==> config.mk <==
export PLATFORM = sky130hd
export DESIGN_NAME = ws2812_pixel_ser
export DESIGN_NICKNAME = d
export VERILOG_FILES = /design/src/rtl/ws2812_pkg.sv /design/src/rtl/ws2812_pixel_ser.sv
export SDC_FILE = /design/constraint.sdc
export NUM_CORES = 1
export LEC_CHECK = 0
export CAP_MARGIN = 15
export CORE_AREA = 5 5 89 91
export DETAILED_ROUTE_END_ITERATION = 6
export DIE_AREA = 0 0 94 96
export GPL_TIMING_DRIVEN = 0
export PLACE_DENSITY = 0.81
export SLEW_MARGIN = 20
export SYNTH_ARGS = -nofsm -noshare
export SYNTH_HDL_FRONTEND = slang
export SYNTH_SLANG_ARGS = --single-unit
export TNS_END_PERCENT = 20
==> constraint.sdc <==
create_clock -name clk_in -period 3.6 [get_ports clk_in]
set_input_delay 0.36 -clock clk_in [delete_from_list [all_inputs] [get_ports clk_in]]
set_output_delay 0.36 -clock clk_in [all_outputs]
set_load 0.03 [all_outputs]
==> src/rtl/ws2812_pkg.sv <==
// -----------------------------------------------------------------------------
// ws2812_pkg
// Shared definitions for the WS2812 pixel serializer and bit driver:
//   - serializer FSM state encoding
//   - pixel word width and bit-index helpers
//   - default latch/reset gap length
//   - bit-cell timing counts shared with the bit driver (200 MHz clock)
// -----------------------------------------------------------------------------
package ws2812_pkg;

   // One GRB pixel word, sent MSB first.
   localparam int          PIXEL_W      = 24;
   localparam int          BIT_IDX_W    = 5;
   localparam logic [4:0]  LAST_BIT_IDX = 5'(PIXEL_W - 1);

   // Idle time after the last bit: 60 us at 200 MHz (the LEDs latch after 50 us).
   localparam logic [15:0] CNT_RESET_GAP_DFLT = 16'd12000;

   // Bit-cell timing at 200 MHz. A '0' is 0.35 us high then 1.35 us low,
   // a '1' is 1.35 us high then 0.35 us low; the whole cell is 1.70 us.
   localparam logic [15:0] CNT_0P35_US = 16'd70;
   localparam logic [15:0] CNT_1P35_US = 16'd270;
   localparam logic [15:0] CNT_1P70_US = 16'd340;

   typedef enum logic [2:0] {
      IDLE  = 3'd0,
      FETCH = 3'd1,
      LOAD  = 3'd2,
      SEND  = 3'd3,
      WAIT  = 3'd4,
      GAP   = 3'd5,
      DONE  = 3'd6
   } ser_state_e;

endpackage

==> src/rtl/ws2812_pixel_ser.sv <==
// -----------------------------------------------------------------------------
// ws2812_pixel_ser
// Reads GRB pixel words from the frame RAM and serializes them MSB first into
// single bits for the WS2812 bit driver. Each bit is offered with a one-cycle
// bit_rdy_out pulse and held on bit_data_out until the driver returns
// bit_done_in. After the last pixel the line idles for CNT_RESET_GAP cycles,
// then frame_done_out pulses for one cycle.
//
// Ports
//   clk_in           system clock (200 MHz)
//   rst_in           synchronous, active-high reset
//   start_in         one-cycle pulse, starts a frame when idle
//   pixel_cnt_in     pixels in the frame, sampled on an accepted start
//   ram_rd_en_out    frame RAM read strobe
//   ram_rd_addr_out  frame RAM read address
//   ram_rd_data_in   GRB word, valid one cycle after ram_rd_en_out
//   bit_rdy_out      one-cycle pulse: bit_data_out valid, driver may start
//   bit_data_out     current bit, stable until the matching bit_done_in
//   bit_done_in      one-cycle pulse from the driver: current bit finished
//   busy_out         high from accepted start until frame_done_out
//   frame_done_out   one-cycle pulse at the end of the reset gap
// -----------------------------------------------------------------------------
module ws2812_pixel_ser
   import ws2812_pkg::*;
#(
   parameter int          ADDR_W        = 8,
   // Must be at least 1.
   parameter logic [15:0] CNT_RESET_GAP = CNT_RESET_GAP_DFLT
) (
   input  logic              clk_in,
   input  logic              rst_in,
   input  logic              start_in,
   input  logic [ADDR_W-1:0] pixel_cnt_in,
   output logic              ram_rd_en_out,
   output logic [ADDR_W-1:0] ram_rd_addr_out,
   input  logic [23:0]       ram_rd_data_in,
   output logic              bit_rdy_out,
   output logic              bit_data_out,
   input  logic              bit_done_in,
   output logic              busy_out,
   output logic              frame_done_out
);

   ser_state_e           state_q;
   ser_state_e           state_d;
   logic [ADDR_W-1:0]    cnt_q;
   logic [ADDR_W-1:0]    pix_idx_q;
   logic [PIXEL_W-1:0]   shreg_q;
   logic [BIT_IDX_W-1:0] bit_idx_q;
   logic [15:0]          gap_cnt_q;

   logic                 last_bit;
   logic                 more_pix;
   logic                 gap_end;

   assign last_bit = (bit_idx_q == LAST_BIT_IDX);
   // Compared one bit wider so pix_idx_q + 1 cannot wrap to zero.
   assign more_pix = ({1'b0, pix_idx_q} + (ADDR_W + 1)'(1)) < {1'b0, cnt_q};
   assign gap_end  = (gap_cnt_q == CNT_RESET_GAP - 16'd1);

   // Address tracks the pixel index; the strobe alone marks a real read.
   assign ram_rd_addr_out = pix_idx_q;
   // The MSB is the bit on offer; it is forced low outside SEND/WAIT so the
   // line reads 0 during the gap and between frames.
   assign bit_data_out = ((state_q == SEND) || (state_q == WAIT)) ? shreg_q[PIXEL_W-1] : 1'b0;

   // Next-state and strobe decode.
   always_comb begin
      // NOTE: every output gets a default before the case so no path can
      // leave one unassigned and infer a latch.
      state_d        = state_q;
      ram_rd_en_out  = 1'b0;
      bit_rdy_out    = 1'b0;
      busy_out       = 1'b1;
      frame_done_out = 1'b0;

      case (state_q)
         IDLE: begin
            busy_out = 1'b0;
            if (start_in) begin
               state_d = (pixel_cnt_in == '0) ? GAP : FETCH;
            end
         end
         FETCH: begin
            ram_rd_en_out = 1'b1;
            state_d       = LOAD;
         end
         LOAD: begin
            state_d = SEND;
         end
         SEND: begin
            bit_rdy_out = 1'b1;
            state_d     = WAIT;
         end
         WAIT: begin
            if (bit_done_in) begin
               if (!last_bit) begin
                  state_d = SEND;
               end else if (more_pix) begin
                  state_d = FETCH;
               end else begin
                  state_d = GAP;
               end
            end
         end
         GAP: begin
            if (gap_end) begin
               state_d = DONE;
            end
         end
         DONE: begin
            busy_out       = 1'b0;
            frame_done_out = 1'b1;
            state_d        = IDLE;
         end
         default: begin
            busy_out = 1'b0;
            state_d  = IDLE;
         end
      endcase
   end

   // State register and datapath.
   always_ff @(posedge clk_in) begin
      // NOTE: non-blocking assignments so every register samples the values
      // from before this edge, independent of statement order.
      if (rst_in) begin
         state_q   <= IDLE;
         cnt_q     <= '0;
         pix_idx_q <= '0;
         shreg_q   <= '0;
         bit_idx_q <= '0;
         gap_cnt_q <= '0;
      end else begin
         state_q <= state_d;

         case (state_q)
            IDLE: begin
               if (start_in) begin
                  cnt_q     <= pixel_cnt_in;
                  pix_idx_q <= '0;
                  gap_cnt_q <= '0;
               end
            end
            LOAD: begin
               shreg_q   <= ram_rd_data_in;
               bit_idx_q <= '0;
            end
            WAIT: begin
               if (bit_done_in) begin
                  if (!last_bit) begin
                     shreg_q   <= {shreg_q[PIXEL_W-2:0], 1'b0};
                     bit_idx_q <= bit_idx_q + 5'd1;
                  end else if (more_pix) begin
                     pix_idx_q <= pix_idx_q + ADDR_W'(1);
                  end
               end
            end
            GAP: begin
               if (!gap_end) begin
                  gap_cnt_q <= gap_cnt_q + 16'd1;
               end
            end
            DONE: begin
               pix_idx_q <= '0;
               bit_idx_q <= '0;
               gap_cnt_q <= '0;
            end
            default: begin
            end
         endcase
      end
   end

endmodule

Word-level counts from Yosys, hierarchy flattened
Cells that the tools add are included.

Flip-flop bits (word level): 64. Input port bits: 36. Output and inout bits: 13. Logic and storage cells: 67.

Add/sub/neg operators: 4. $lt $le $gt $ge: 1. Eq/ne operators: 15. Muxes and demuxes: 26. Reduce and logical (&&, ||, !) cells: 15.

Operator list (number): $mux 24 (2); $pmux 16 s3 (1); $pmux 24 s2 (1); $mux 16 (2); $mux 8 (4); $pmux 8 s3 (1); $mux 3 (6); $pmux 3 s6 (1); $add 16x1->16 const B (1); $eq 16x14->1 const B (1); $ne 2x2->1 const B (7); $reduce_and 3->1 (4); $mux 5 (2); $pmux 5 s2 (1); $add 8x1->9 const B (1); $eq 3x3->1 const B (3); $lt 9x8->1 (1); $add 8x1->8 const B (1); $logic_not 8->1 (1); $eq 3x2->1 const B (2); $reduce_bool 3->1 (2); $add 5x1->5 const B (1); $eq 5x5->1 const B (1); $mux 1 (5); 8 further kinds (9).

Logic depth before layout (Yosys ltp)
Gate-level depths: netlist (run 1).

Depth in word-level cells: 6. Mapped depth: 12. Mapped depth without buffers: 12.

Least setup slack after synthesis (run 1)
Ideal clock, no wire load.

Path type: register to register. Start: register pix_idx_q[1] (netlist: ram_rd_addr_out[1]). End: register pix_idx_q[2] (netlist: ram_rd_addr_out[2]). Library setup time: 137 ps. Data arrival time: 2803 ps. Required time: 3463 ps. Path slack: 660 ps. Stages on the path, launching flop included: 13. Buffers on the path: 0. Clock period less this slack: 2940 ps. Path through: dfxtp_1 ha_1 nand3_1 inv_1 nand3_1 or2_2 nand2_1 ha_1 a21o_1 a221oi_1 o21ai_1 o311ai_0 o211ai_1.

Word-level cells in the longest chain between the ends: 5. Elaborated cells on any way between the ends: 9. Those cells by class: 2 x add/sub; 1 x order compare; 1 x eq/ne; 4 x mux; 1 x reduce/logical.

Ends and longest elaborated chain: start: declaration (line ws2812_pixel_ser.sv:47) `logic [ADDR_W-1:0] pix_idx_q;`; start signal: assignment (line ws2812_pixel_ser.sv:155) `pix_idx_q <= pix_idx_q + ADDR_W'(1);`; branches (longest 5 deep; another with $add 8x1->9).

Several ways; the timed one is not identified. The select of a mux whose other input is x is not followed. A chain may end at the register's enable or synchronous reset.

Final worst setup path (run 1)
Same ends and word-level chain as after synthesis.

==> results of run 1 <==
==> worst paths after layout <==
check                                  start                         endpoint  slack, ns  depth (start not counted)
min reg2reg            cnt_q[5]$_SDFFE_PP0P_            cnt_q[5]$_SDFFE_PP0P_       0.46                          2
min                    cnt_q[5]$_SDFFE_PP0P_            cnt_q[5]$_SDFFE_PP0P_       0.46                          2
max          ram_rd_addr_out[1]$_SDFFE_PP0P_  ram_rd_addr_out[2]$_SDFFE_PP0P_       0.40                         12
max reg2reg  ram_rd_addr_out[1]$_SDFFE_PP0P_  ram_rd_addr_out[2]$_SDFFE_PP0P_       0.40                         12
==> final cells by class <==
cell class / instances / area, sq um
Sequential cell: 64 / 1280
Clock buffer: 12 / 165
Tap cell: 99 / 124
Multi-Input combinational cell: 305 / 1940
Fill cell: 643 / 2860
Timing Repair Buffer: 47 / 470
Buffer: 25 / 119
Inverter: 18 / 67.6
Clock inverter: 3 / 40.0
==> synth_stat cells, drive strengths merged (3+ instances only) <==
cell type,n
or4,3
nor2,36
clkbuf,11
mux2i,26
and4,3
dfxtp,64
nor4,6
o21ai,16
nand3,14
nand4,7
a31oi,4
nand2,45
or3,13
nor4b,3
a21oi,31
and2,3
a21o,3
ha,10
and3,4
o311ai,3
a211oi,23
inv,18
or2,5
o211ai,8
o31ai,5
xnor2,4
buf,14
nor3,7
==> worst reg2reg max path, stage by stage, from the launching register on <==
cell and delay (ns):
dfxtp_1 0.40, ha_1 0.29, nand3_1 0.16, inv_1 0.08
nand3_1 0.11, or2_2 0.31, nand2_1 0.08, ha_1 0.23
a21o_1 0.17, a221oi_1 0.35, o21ai_1 0.32, o311ai_0 0.43
o211ai_1 0.14
==> metrics by stage <==
step | worst slack (ns) | power (mW) | instance area [sq um]
after floorplan | 0.660 | 1.14 | 3400
after global placement | 0.521 | 1.26 | 4000
after detailed placement | 0.470 | 1.28 | 4000
after CTS | 0.442 | 1.92 | 4200
after global routing | 0.0548 | 2.01 | 4200
final | 0.400 | 1.91 | 4200
==> state kept, by name, indices dropped and copies added (netlist names) <==
signal / cells
bit_idx_q: 5
cnt_q: 8
shreg_q: 24
ram_rd_addr_out: 8
gap_cnt_q: 16
state_q: 3
==> cell families after synthesis <==
| family | synth area share [%] |
|---|---|
| multiplexers | 7.64 |
| adder cells (fa/ha/maj) | 3.68 |
| AO/OA/AOI/OAI | 19.7 |
| flip-flops | 37.6 |
| buffers and inverters | 5.48 |
| XOR/XNOR | 1.54 |
| AND/OR/NAND/NOR | 24.4 |
==> layer usage <==
layer | global-route usage (%) | vias to the layer above | wire, microns
met4 | 7.94 | 0 | 156
met3 | 4.77 | 14 | 328
li1 | - | 1618 | -
met1 | 24.2 | 1524 | 3770
met5 | 0 | - | 0
met2 | 31.0 | 68 | 3890
==> power by group through the flow <==
stage	combinational (mW)	clock, mW	sequential (mW)
2_1_floorplan	0.318	0	0.822
3_3_place_gp	0.433	0	0.830
3_5_place_dp	0.447	0	0.833
4_1_cts	0.450	0.651	0.818
5_1_grt	0.503	0.686	0.825
6_report	0.450	0.645	0.819
==> reports/metrics.yaml, run 1 <==
via_count: 3224
num_rows: 31
postCtsSetupRepairBufs: 0
die_y_microns: 96
yosysWarningCount: 0
grt_max_degree: 11
slew_headroom_pct: 47.2
syn_to_final_growth_pct: 23.5
cts_inserted_buffers: 9
critPathBufInv: 1
synth_area_sq_um: 3400
cts-htree-levels: 3
ys_seq_elements: 64
rsz0062_at_grt: "false"
wl_per_cell_microns: 14.2
drt-total-wl_microns: 8150
drive_above_1_share_pct: 7.38
initial_core_util_pct: 48.2
path_clk_slew_ns: 0.07
routed_via_density: 5.63
hold_viol_final: 0
cts_root_buffer: "clkbuf_8"
grt_pass1_vias: 3083
p_int_mw: 1.34
powerDensity_nw_per_um2: 455
synth_seq_area_share_pct: 37.6
cp_slowest_cell: "o311ai_0"
drt_pass1_iterations: 4
worst_slew_pin_slew_ns: 0.792
cts_tree: "done"
crit_fanout: 10
switching_share_pct: 30.2
fin_crit_ns: 3.20
layout_common_cells: "dfxtp_1, clkdlybuf4s50_1, nand2_1"
synth_top_area_cell: "dfxtp_1"
combPwrFrac_pct: 23.5
crit_family: "compound AO/OA/AOI/OAI gates"
setup_viol: 0
postSynthCellCount: 412
core-area_sq_um: 7060
cp-end-kind: "flop"
numClockSinks: 64
die_w_microns: 94
grt.overflow.total: 0
drtIter0Drc: 116
whs_ns: 0.455
outcome: "finished clean"
grt_pass1_wl_microns: 13800
cpPeakStageDelay_ns: 0.43
fin_skew_ns: 0.00654
max_freq_mhz: 312
cts_hold_buf: 0
antenna_found_initial: 0
dpl.hpwl_microns: 5940
nNetsFinal: 516
syn_area_per_cell_sq_um: 8.26
track_usage_pct: 19.1
synth_nets: 458
cts_buffer_depth: 2
ios: 49
final_max_slew_viol_count: 0
yosysUniqueCellTypes: 51
p_clk_share_pct: 33.7
startpoint_type: "flop"
numPortBuffers: 47
period_share_pct: 88.9
hold_class: "flop to flop"
num_antenna_cells: 0
cp.arrival_ns: 3.42
cap_viol_max_count: 0
cts.repair.resized: 0
gp_congestion: 0.879
dieArea_sq_um: 9020
final_cells: 573
layout_commonest_cell: "dfxtp_1"
synth-edff-count: 0
ant_nets: 0
drc_errors: 0
crit_chain: "ha_1, nand3_1, inv_1, nand3_1, or2_2, nand2_1, ha_1, a21o_1, a221oi_1, o21ai_1, o311ai_0, o211ai_1"
tns_ns: 0
synthArstFlopShare_pct: 0
p_sw_mw: 0.578
place_inst: 558
synth_top_cell_area_share_pct: 37.6
clkLatencyLatePin_ns: 0.34
ys.flop_type: "dfxtp_1"
yosys-top-cells-area: "dfxtp_1, mux2i_1, a211oi_1"
peakVddDrop_v: 0.000329
seq_power_share_pct: 42.8
final_core_util_pct: 59.6
crit_required_ns: 3.81
crit_type: "flop to flop"
p_leak_nw: 1.41
Note: power is estimated with default switching activity, not from simulation.
==> inputs of run 2 (changes only) <==
--- a/config.mk
+++ b/config.mk
@@ -5,11 +5,11 @@
 export SDC_FILE = /design/constraint.sdc
 export NUM_CORES = 1
 export LEC_CHECK = 0
-export CAP_MARGIN = 15
 export CORE_AREA = 5 5 89 91
 export DETAILED_ROUTE_END_ITERATION = 6
 export DIE_AREA = 0 0 94 96
 export GPL_TIMING_DRIVEN = 0
+export MAX_ROUTING_LAYER = met4
 export PLACE_DENSITY = 0.81
 export SLEW_MARGIN = 20
 export SYNTH_ARGS = -nofsm -noshare
==> run 2 against run 1 <==
Against the previous run: via count shrank 0.99%; final area about the same; total power increased by 1.0%; clock power grew 3.7%; wire length fell by 3.8%; final cell count is 0.17% lower; die area stayed put; sequential power is essentially flat; core utilization hardly changed; worst hold slack better by 0.0059 ns; setup slack better by 0.029 ns; non-clock buffer count unchanged; critical path type unchanged; highest routed layer unchanged.
==> reports/metrics.yaml, run 2 (same netlist as run 1, synthesis figures left out) <==
max_freq_mhz: 315
r2r_slack_ns: 0.43
tns_ns: 0
switching_share_pct: 29.4
ant_nets: 0
crit_chain: "ha_1, nand3_1, inv_1, nand3_1, or2_2, nand2_1, ha_1, a21o_1, a221oi_1, o21ai_1, o21ai_0, o221ai_1"
drt-total-wl_microns: 7830
cap_viol_max_count: 0
clkLatencyLatePin_ns: 0.34
cts_root_buffer: "clkbuf_8"
num_antenna_cells: 0
postCtsSetupRepairBufs: 0
fin_crit_ns: 3.17
period_share_pct: 88.1
cp_slowest_cell: "dfxtp_1"
grt_max_degree: 11
rsz0062_at_grt: "false"
antenna_found_initial: 0
hold_viol_final: 0
p_clk_share_pct: 34.6
routed_via_density: 5.58
r2r_start: "ram_rd_addr_out[0]$_SDFFE_PP0P_"
regMostFlops: "shreg_q"
setup_viol: 0
ios: 49
seq_power_share_pct: 42.4
nNetsFinal: 516
gp_congestion: 0.879
num-fill-cells: 646
numClockSinks: 64
cts_inserted_buffers: 9
regArea_sq_um: 1280
cts-htree-levels: 3
cts_tree: "done"
layout_common_cells: "dfxtp_1, clkdlybuf4s50_1, nand2_1"
track_usage_pct: 18.8
worst_slew_pin_slew_ns: 0.781
cp.arrival_ns: 3.37
die_y_microns: 96
hp-start: "cnt_q[4]$_SDFFE_PP0P_"
grt_pass1_wl_microns: 13300
via_count: 3192
outcome: "finished clean"
powerDensity_nw_per_um2: 460
syn_to_final_growth_pct: 23.6
cp-end-kind: "flop"
numPortBuffers: 47
whs_ns: 0.461
cts_buffer_depth: 2
initial_core_util_pct: 48.2
startpoint_type: "flop"
cts.repair.resized: 0
p_int_mw: 1.36
multi_input_area_sq_um: 1940
slew_headroom_pct: 47.9
combPwrFrac_pct: 23.0
dpl.hpwl_microns: 5760
crit_type: "flop to flop"
num_rows: 31
wl_per_cell_microns: 13.7
cts_hold_buf: 0
layout_commonest_cell: "dfxtp_1"
crit_fanout: 10
grt_pass1_vias: 3055
core-area_sq_um: 7060
p_sw_mw: 0.569
largest_reg_flops: 24
grt.overflow.total: 0
whs_endpoint: "cnt_q[4]$_SDFFE_PP0P_"
drtIter0Drc: 107
die_w_microns: 94
hold_class: "flop to flop"
cpPeakStageDelay_ns: 0.40
p_leak_nw: 1.41
ff2ff_path_depth: 12
dieArea_sq_um: 9020
peakVddDrop_v: 0.000294
crit_required_ns: 3.80
drt_pass1_iterations: 4
final_max_slew_viol_count: 0
fin_skew_ns: 0.00573
path_clk_slew_ns: 0.07
drive_above_1_share_pct: 7.19
hold_depth: 2
timing.rr.end: "ram_rd_addr_out[1]$_SDFFE_PP0P_"
largestRegisters: "shreg_q: 24 flops, gap_cnt_q: 16 flops"
drc_errors: 0
run 2: changes by cell type in the layout (fill, tap and decap cells not counted), sizes merged:
cell,before,now
clkbuf,23,21
bufinv,1,2
run 2: through the flow:
| step | cell area, sq um | total power, mW | std cells | utilization (%) | worst slack [ns] |
|---|---|---|---|---|---|
| floorplan | 3400 | 1.14 | 412 | - | 0.660 |
| global route | 4210 | 2.04 | 572 | 59.6 | 0.147 |
| finish | 4210 | 1.93 | 572 | 59.6 | 0.429 |
| detailed placement | 4000 | 1.28 | 558 | 56.6 | 0.522 |
| CTS | 4210 | 1.95 | 572 | 59.6 | 0.459 |
| global placement | 4000 | 1.26 | 558 | 56.6 | 0.530 |
run 2: worst max-delay path by stage:
stage	startpoint	end	slack, ns	cells after the start
5_1_grt	ram_rd_addr_out[0]$_SDFFE_PP0P_	ram_rd_addr_out[1]$_SDFFE_PP0P_	0.15	12
4_1_cts	ram_rd_addr_out[0]$_SDFFE_PP0P_	ram_rd_addr_out[1]$_SDFFE_PP0P_	0.46	12
2_1_floorplan	ram_rd_addr_out[1]$_SDFFE_PP0P_	ram_rd_addr_out[2]$_SDFFE_PP0P_	0.66	12
3_5_place_dp	ram_rd_addr_out[0]$_SDFFE_PP0P_	ram_rd_addr_out[1]$_SDFFE_PP0P_	0.52	12
6_report	ram_rd_addr_out[0]$_SDFFE_PP0P_	ram_rd_addr_out[1]$_SDFFE_PP0P_	0.43	12
3_3_place_gp	ram_rd_addr_out[0]$_SDFFE_PP0P_	ram_rd_addr_out[2]$_SDFFE_PP0P_	0.53	12
run 2: power by group through the flow:
stage / Combinational, mW / Sequential [mW] / Clock [mW]
after global routing: 0.497 / 0.827 / 0.713
after CTS: 0.445 / 0.819 / 0.682
after global placement: 0.433 / 0.830 / 0
after floorplan: 0.318 / 0.822 / 0
after detailed placement: 0.442 / 0.834 / 0
final: 0.444 / 0.819 / 0.669
run 2: area by class of cell:
type,count,area share (%)
Buffer,25,2.83
Clock buffer,10,3.27
Clock inverter,4,1.67
Inverter,18,1.61
Multi-Input combinational cell,305,46.0
Sequential cell,64,30.5
Tap cell,99,2.94
Timing Repair Buffer,47,11.2
run 2: critical path, delay by kind of cell (launching register included):
kind / cells / cell delay (ns)
compound gates: 5 / 1.35
fa+ha+maj: 2 / 0.51
buf+inv: 1 / 0.09
flops: 1 / 0.40
simple gates: 4 / 0.69
run 2: metal layers:
metal / part of all wire, % / global-route usage (%) / up-vias / routed length (microns)
met5: 0 / - / - / 0
met3: 4.5 / 3.91 / 11 / 353
met4: 1.7 / 6.98 / 0 / 133
met1: 45 / 23.4 / 1493 / 3540
li1: - / - / 1616 / -
met2: 49 / 30.5 / 72 / 3800
